[src/rtl/execute_muldiv.sv]
// RV32M multiply/divide execute stage: radix-2 iterative divide, single-cycle or shift-add multiply.
// Latency: divide XLEN+1 busy cycles (zero divisor / MIN÷-1: 1 cycle), multiply 0 or XLEN+1; result registered on the next edge.
// Backpressure: md_busy stalls upstream combinationally; keep freezes all state, nop bubbles the output or flushes an operation.
module execute_muldiv #(
  parameter int XLEN     = 32,
  parameter int MUL_ITER = 0
) (
  input  logic            clk,
  input  logic            rst,
  input  logic            keep,
  input  logic            nop,
  input  logic            is_md_pype1,
  input  logic [2:0]      md_op_pype1,
  input  logic [XLEN-1:0] rs1_pype1,
  input  logic [XLEN-1:0] rs2_pype1,
  input  logic [4:0]      WReg_pype1,
  output logic            md_busy,
  output logic [XLEN-1:0] md_result_pype2,
  output logic            md_valid_pype2,
  output logic [4:0]      WReg_pype2
);

  typedef enum logic [1:0] {IDLE, CALC, DONE} state_e;

  localparam logic [5:0]      LAST_CNT = 6'(XLEN - 1);
  localparam logic [XLEN-1:0] MIN_VAL  = {1'b1, {(XLEN-1){1'b0}}};

  // FSM, counter and latched instruction context
  state_e            state_q, state_d;
  logic [5:0]        cnt_q, cnt_d;
  logic [2:0]        op_q, op_d;
  logic [4:0]        wreg_q, wreg_d;
  logic              quo_neg_q, quo_neg_d;
  logic              rem_neg_q, rem_neg_d;
  // hi = partial remainder / product high half, lo = quotient / multiplier then product low half
  logic [XLEN-1:0]   hi_q, hi_d;
  logic [XLEN-1:0]   lo_q, lo_d;
  logic [XLEN-1:0]   opb_q, opb_d;
  // registered EX/WB outputs
  logic [XLEN-1:0]   result_q, result_d;
  logic              valid_q, valid_d;
  logic [4:0]        wreg_out_q, wreg_out_d;

  // operand decode
  logic              is_div, a_sgn, b_sgn, a_neg, b_neg;
  logic              div_zero, div_ovf, fast_path, iter_op;
  logic [XLEN-1:0]   a_mag, b_mag;

  // datapath intermediates
  logic [2*XLEN-1:0] mul_a_ext, mul_b_ext, mul_prod;
  logic [XLEN-1:0]   mul_fast_res;
  logic [XLEN:0]     div_shift, div_diff, mul_sum;
  logic [2*XLEN-1:0] prod_mag, prod_fix;
  logic [XLEN-1:0]   quo_fix, rem_fix, done_res;

  // Decode signedness, operand magnitudes and the divide special cases
  always_comb begin
    is_div = md_op_pype1[2];
    if (is_div) begin
      a_sgn = ~md_op_pype1[0];
      b_sgn = ~md_op_pype1[0];
    end else begin
      a_sgn = (md_op_pype1[1:0] != 2'b11);
      b_sgn = ~md_op_pype1[1];
    end
    a_neg     = a_sgn & rs1_pype1[XLEN-1];
    b_neg     = b_sgn & rs2_pype1[XLEN-1];
    a_mag     = a_neg ? (~rs1_pype1 + 1'b1) : rs1_pype1;
    b_mag     = b_neg ? (~rs2_pype1 + 1'b1) : rs2_pype1;
    div_zero  = (rs2_pype1 == '0);
    div_ovf   = ~md_op_pype1[0] & (rs1_pype1 == MIN_VAL) & (rs2_pype1 == '1);
    fast_path = is_div & (div_zero | div_ovf);
    iter_op   = is_div | (MUL_ITER != 0);
  end

  // Single-cycle multiply: sign-extend to 2*XLEN so one modular product serves all variants
  always_comb begin
    mul_a_ext    = {{XLEN{a_neg}}, rs1_pype1};
    mul_b_ext    = {{XLEN{b_neg}}, rs2_pype1};
    mul_prod     = mul_a_ext * mul_b_ext;
    mul_fast_res = (md_op_pype1[1:0] == 2'b00) ? mul_prod[XLEN-1:0] : mul_prod[2*XLEN-1:XLEN];
  end

  // One restoring-divide trial subtraction and one shift-add partial sum per cycle
  always_comb begin
    div_shift = {hi_q, lo_q[XLEN-1]};
    div_diff  = div_shift - {1'b0, opb_q};
    mul_sum   = {1'b0, hi_q} + (lo_q[0] ? {1'b0, opb_q} : '0);
  end

  // Sign fix-up of the unsigned magnitudes and result selection by op
  always_comb begin
    prod_mag = {hi_q, lo_q};
    prod_fix = quo_neg_q ? (~prod_mag + 1'b1) : prod_mag;
    quo_fix  = quo_neg_q ? (~lo_q + 1'b1) : lo_q;
    rem_fix  = rem_neg_q ? (~hi_q + 1'b1) : hi_q;
    case (op_q)
      3'b000:                 done_res = prod_fix[XLEN-1:0];
      3'b001, 3'b010, 3'b011: done_res = prod_fix[2*XLEN-1:XLEN];
      3'b100, 3'b101:         done_res = quo_fix;
      default:                done_res = rem_fix;
    endcase
  end

  // Next-state logic: keep holds everything, nop flushes, otherwise step the FSM
  always_comb begin
    state_d    = state_q;
    cnt_d      = cnt_q;
    op_d       = op_q;
    wreg_d     = wreg_q;
    quo_neg_d  = quo_neg_q;
    rem_neg_d  = rem_neg_q;
    hi_d       = hi_q;
    lo_d       = lo_q;
    opb_d      = opb_q;
    result_d   = result_q;
    valid_d    = valid_q;
    wreg_out_d = wreg_out_q;

    if (keep) begin
      // freeze
    end else if (nop) begin
      state_d    = IDLE;
      cnt_d      = '0;
      result_d   = '0;
      valid_d    = 1'b0;
      wreg_out_d = '0;
    end else begin
      case (state_q)
        IDLE: begin
          result_d   = '0;
          valid_d    = 1'b0;
          wreg_out_d = '0;
          cnt_d      = '0;
          if (is_md_pype1) begin
            if (iter_op) begin
              op_d   = md_op_pype1;
              wreg_d = WReg_pype1;
              if (fast_path) begin
                // results are fixed: quotient in lo, remainder in hi, no sign fix-up
                hi_d      = div_zero ? rs1_pype1 : '0;
                lo_d      = div_zero ? '1 : MIN_VAL;
                opb_d     = '0;
                quo_neg_d = 1'b0;
                rem_neg_d = 1'b0;
                state_d   = DONE;
              end else if (is_div) begin
                hi_d      = '0;
                lo_d      = a_mag;
                opb_d     = b_mag;
                quo_neg_d = a_neg ^ b_neg;
                rem_neg_d = a_neg;
                state_d   = CALC;
              end else begin
                hi_d      = '0;
                lo_d      = b_mag;
                opb_d     = a_mag;
                quo_neg_d = a_neg ^ b_neg;
                rem_neg_d = 1'b0;
                state_d   = CALC;
              end
            end else begin
              result_d   = mul_fast_res;
              valid_d    = 1'b1;
              wreg_out_d = WReg_pype1;
            end
          end
        end
        CALC: begin
          result_d   = '0;
          valid_d    = 1'b0;
          wreg_out_d = '0;
          if (op_q[2]) begin
            if (!div_diff[XLEN]) begin
              hi_d = div_diff[XLEN-1:0];
              lo_d = {lo_q[XLEN-2:0], 1'b1};
            end else begin
              hi_d = div_shift[XLEN-1:0];
              lo_d = {lo_q[XLEN-2:0], 1'b0};
            end
          end else begin
            hi_d = mul_sum[XLEN:1];
            lo_d = {mul_sum[0], lo_q[XLEN-1:1]};
          end
          cnt_d = cnt_q + 6'd1;
          if (cnt_q == LAST_CNT) state_d = DONE;
        end
        DONE: begin
          // return to IDLE unconditionally so the still-presented instruction is not restarted
          result_d   = done_res;
          valid_d    = 1'b1;
          wreg_out_d = wreg_q;
          cnt_d      = '0;
          state_d    = IDLE;
        end
        default: begin
          state_d = IDLE;
          cnt_d   = '0;
        end
      endcase
    end
  end

  // State and output registers with asynchronous clear
  always_ff @(posedge clk or negedge rst) begin
    if (!rst) begin
      state_q    <= IDLE;
      cnt_q      <= '0;
      op_q       <= '0;
      wreg_q     <= '0;
      quo_neg_q  <= 1'b0;
      rem_neg_q  <= 1'b0;
      hi_q       <= '0;
      lo_q       <= '0;
      opb_q      <= '0;
      result_q   <= '0;
      valid_q    <= 1'b0;
      wreg_out_q <= '0;
    end else begin
      state_q    <= state_d;
      cnt_q      <= cnt_d;
      op_q       <= op_d;
      wreg_q     <= wreg_d;
      quo_neg_q  <= quo_neg_d;
      rem_neg_q  <= rem_neg_d;
      hi_q       <= hi_d;
      lo_q       <= lo_d;
      opb_q      <= opb_d;
      result_q   <= result_d;
      valid_q    <= valid_d;
      wreg_out_q <= wreg_out_d;
    end
  end

  // Stall while an iterative op starts or runs; low in DONE so upstream advances on the capture edge
  assign md_busy = rst & (((state_q == IDLE) & is_md_pype1 & iter_op & ~nop) | (state_q == CALC));

  assign md_result_pype2 = result_q;
  assign md_valid_pype2  = valid_q;
  assign WReg_pype2      = wreg_out_q;

endmodule

[config.mk]
export PLATFORM = sky130hd
export DESIGN_NAME = execute_muldiv
export DESIGN_NICKNAME = d
export VERILOG_FILES = /design/src/rtl/execute_muldiv.sv
export SDC_FILE = /design/constraint.sdc
export NUM_CORES = 2
export LEC_CHECK = 0
export CAP_MARGIN = 10
export CORE_ASPECT_RATIO = 0.6
export CORE_UTILIZATION = 60
export CTS_CLUSTER_DIAMETER = 60
export DETAILED_ROUTE_END_ITERATION = 16
export PLACE_DENSITY = 0.77
export SYNTH_ARGS = -nofsm -noshare
export SYNTH_HDL_FRONTEND = slang
export SYNTH_SLANG_ARGS = --single-unit
[constraint.sdc]
create_clock -name clk -period 8.7 [get_ports clk]
set_clock_uncertainty 0.15 [all_clocks]
set_input_delay 1.305 -clock clk [delete_from_list [all_inputs] [get_ports clk]]
set_output_delay 1.305 -clock clk [all_outputs]
set_load 0.05 [all_outputs]
==> flow_metrics.env <==
export IMPL_io_pins=116
export IMPL_wire_per_inst_um=26.66
export IMPL_worstSetupEndpointType="flip-flop"
export IMPL_die_w_um=388.0
export IMPL_cts_buffers=25
export IMPL_hp_class="flip-flop to flip-flop"
export IMPL_syn_inst=6367
export IMPL_grt_ovfl_total=0
export IMPL_cts_reportedPaths_clkPinSlew_ns=0.06
export IMPL_first_global_vias=47327
export IMPL_worst_path_largest_cell_delay_ns=0.62
export IMPL_syn_num_nets=7856
export IMPL_use_met1_pct=66.59
export IMPL_path_delay_family="adder cells"
export IMPL_cts_tree="built"
export IMPL_drcViolationCount=0
export IMPL_max_cap_viol_count=0
export IMPL_initial_core_util_pct=60.90
export IMPL_crit_arrival_ns=8.86
export IMPL_io_buffers=115
export IMPL_worst_pin_slew_ns=1.427
export IMPL_stdcell_count=7954
export IMPL_drt_first_pass_iters=7
export IMPL_min_from="wreg_q[1]"
export IMPL_syn_area_per_cell_um2=8.425
export IMPL_period_minus_slack_ns=8.547
export IMPL_gr_usage_met3_pct=24.27
export IMPL_rows=84
export IMPL_synth_edf_count=0
export IMPL_design_core_area_um2=88070
export IMPL_async_flop_share_pct=100.0
export IMPL_vias=49093
export IMPL_setup_viol=0
export IMPL_grt_antenna_before_repair=27
export IMPL_startpoint="rs1_pype1[17]"
export IMPL_yosysTopAreaCell="fa_1"
export IMPL_yosysTopAreaCellShare_pct=42.06
export IMPL_crit_fanout=6
export IMPL_top_usage_layer="met1"
export IMPL_gr_usage_met2_pct=60.06
export IMPL_nets=8251
export IMPL_drt_wl_total_um=212100
export IMPL_fin_crit_sh_pct=98.24
export IMPL_htreeDepth=4
export IMPL_ys_seq_area_share_pct=7.091
export IMPL_drive_above_1_share_pct=14.11
export IMPL_cts_hold_fix_buffers=0
export IMPL_critPathBufInv=10
export IMPL_synthesis_area_um2=53640
export IMPL_status="finished clean"
export IMPL_final_area_um2=61600
export IMPL_grt_use_total_pct=46.98
export IMPL_relSlewSlack_pct=4.300
export IMPL_required_ns=9.01
export IMPL_yosysUniqueCellTypes=81
export IMPL_die_area_um2=90640
export IMPL_start_kind="primary input"
export IMPL_hold_violations=0
export IMPL_yosysWarningCount=0
export IMPL_pre_cts_ws_ns=-1.074
export IMPL_crit_path_top_delay_cell="fa_1"
export IMPL_final_common_cell="inv_1"
export IMPL_post_dp_hpwl_um=179300
export IMPL_critical_path_class="primary input to flip-flop"
export IMPL_final_core_util_pct=69.94
export IMPL_cts_sinks=152
export IMPL_syn_to_final_growth_pct=14.83
export IMPL_synth_main_ff_cell="dfrtp_1"
export IMPL_rr_startpoint="lo_q[31]"
export IMPL_final_cell_mix="1260 x inv_1, 1105 x fa_1, 1049 x nand2_1, 622 x buf_4, 277 x and2_1"
export IMPL_die_height_um=233.6
export IMPL_root_buffer="clkbuf_16"
export IMPL_synthTopCellsByArea="fa_1 42%, inv_1 8.9%, nand2_1 7.4%"
export IMPL_timing_fmax_ghz=0.1170
export IMPL_worst_slack_ns=0.1533
export IMPL_grt_pass1_wl_um=309300
export IMPL_viasPerCell=6.172
export IMPL_first_iter_violations=7012
export IMPL_cts_max_path_buffers=3
export IMPL_placed_cells=7854
export IMPL_ant_nets=0
export IMPL_drv_slew=0
export IMPL_crit_path_frequent_cell="fa_1"
export IMPL_postPlaceCellArea_um2=59720
export IMPL_grt_max_degree=71
export IMPL_clk_latency_ns=0.53
export IMPL_place_gp_congestion=1.141
export IMPL_ys_ff_latch=152
==> worst reg2reg max path, cell delays in order (launching register included) <==
cell and delay, ns:
dfrtp_1 0.41, inv_1 0.17, ha_1 0.28, fa_1 0.41, nor2b_1 0.21, o31a_1 0.21, o22a_1 0.23, o311a_1 0.58
nor3_1 0.17, o31ai_1 0.56, xor2_4 0.37, buf_4 0.56, mux2_2 0.41, mux2i_1 0.32, a21oi_1 0.12
==> logic make-up (layout without fill, tap and decap cells) <==
family / after synthesis / count (layout) / share of synthesized area [%]
xor gates and xnor gates: 251 / 251 / 4.098
DFF: 152 / 152 / 7.091
AOI/OAI and AO/OA: 866 / 866 / 10.35
and+or+nand+nor: 1911 / 1911 / 16.29
adders and majority gates: 1412 / 1412 / 48.71
buffers and inverters: 1694 / 2095 / 11.92
muxes: 81 / 81 / 1.544
other: 0 / 25 / 0
==> cell type report <==
cell class,instances,area (um2)
Multi-Input combinational cell,4521,44160
Clock buffer,29,680.7
Clock inverter,4,72.57
Timing Repair inverter,1,7.507
Tap cell,1161,1453
Fill cell,6903,26480
Inverter,1274,4792
Sequential cell,152,3809
Antenna cell,25,62.56
Timing Repair Buffer,787,6556
==> flip-flops by register name, indices dropped and copies added, names as in the netlist <==
signal,flops
state_q,2
opb_q,32
md_valid_pype2,1
WReg_pype2,5
cnt_q,6
hi_q,32
op_q,3
md_result_pype2,32
quo_neg_q,1
wreg_q,5
rem_neg_q,1
lo_q,32
==> per-layer routing <==
| layer | up-vias | share of wire, % |
|---|---|---|
| met5 | - | 0.30 |
| met4 | 18 | 5.0 |
| met3 | 570 | 18 |
| met2 | 3713 | 37 |
| met1 | 24414 | 39 |
| li1 | 20378 | - |
==> stage by stage <==
stage | TNS [ns] | hold slack [ns]
finish | 0 | 0.3247
global placement | -19.65 | 0.3092
detailed placement | -23.28 | 0.3124
CTS | -0.01702 | 0.3264
global route | -0.00007194 | 0.3483
floorplan | -1.495 | 0.2954
==> synth_stat cells, drive strengths merged, types with 85 or more instances <==
cell type and count:
and2 280, a21oi 229, buf 96, xnor2 140, fa 1127, nor2 213, dfrtp 152, nand2 1062
o21ai 226, a21o 85, xor2 111, ha 285, clkbuf 322, inv 1274
==> path summary, 6_finish.rpt <==
kind / endpoint / slack, ns / cells past startpoint
max: md_result_pype2[30] / 0.15 / 26
min: wreg_q[1] / 0.32 / 2
max reg2reg: hi_q[23] / 3.36 / 14
min reg2reg: wreg_q[1] / 0.32 / 2
max in group asynchronous: hi_q[20] / 6.31 / 3
min in group asynchronous: opb_q[11] / 0.52 / 1
==> repair_timing <==
action                                  CTS  global route
gates resized for setup                  45           149
pin swaps                                21            91
endpoints found under the setup margin   27            31
cloned                                    1             5
buffers inserted                         12            25
hold endpoints to repair                  0             0
Power is left out: the tool's default activity adds up to more than one toggle a clock period on the data nets, which glitch-free logic cannot reach.
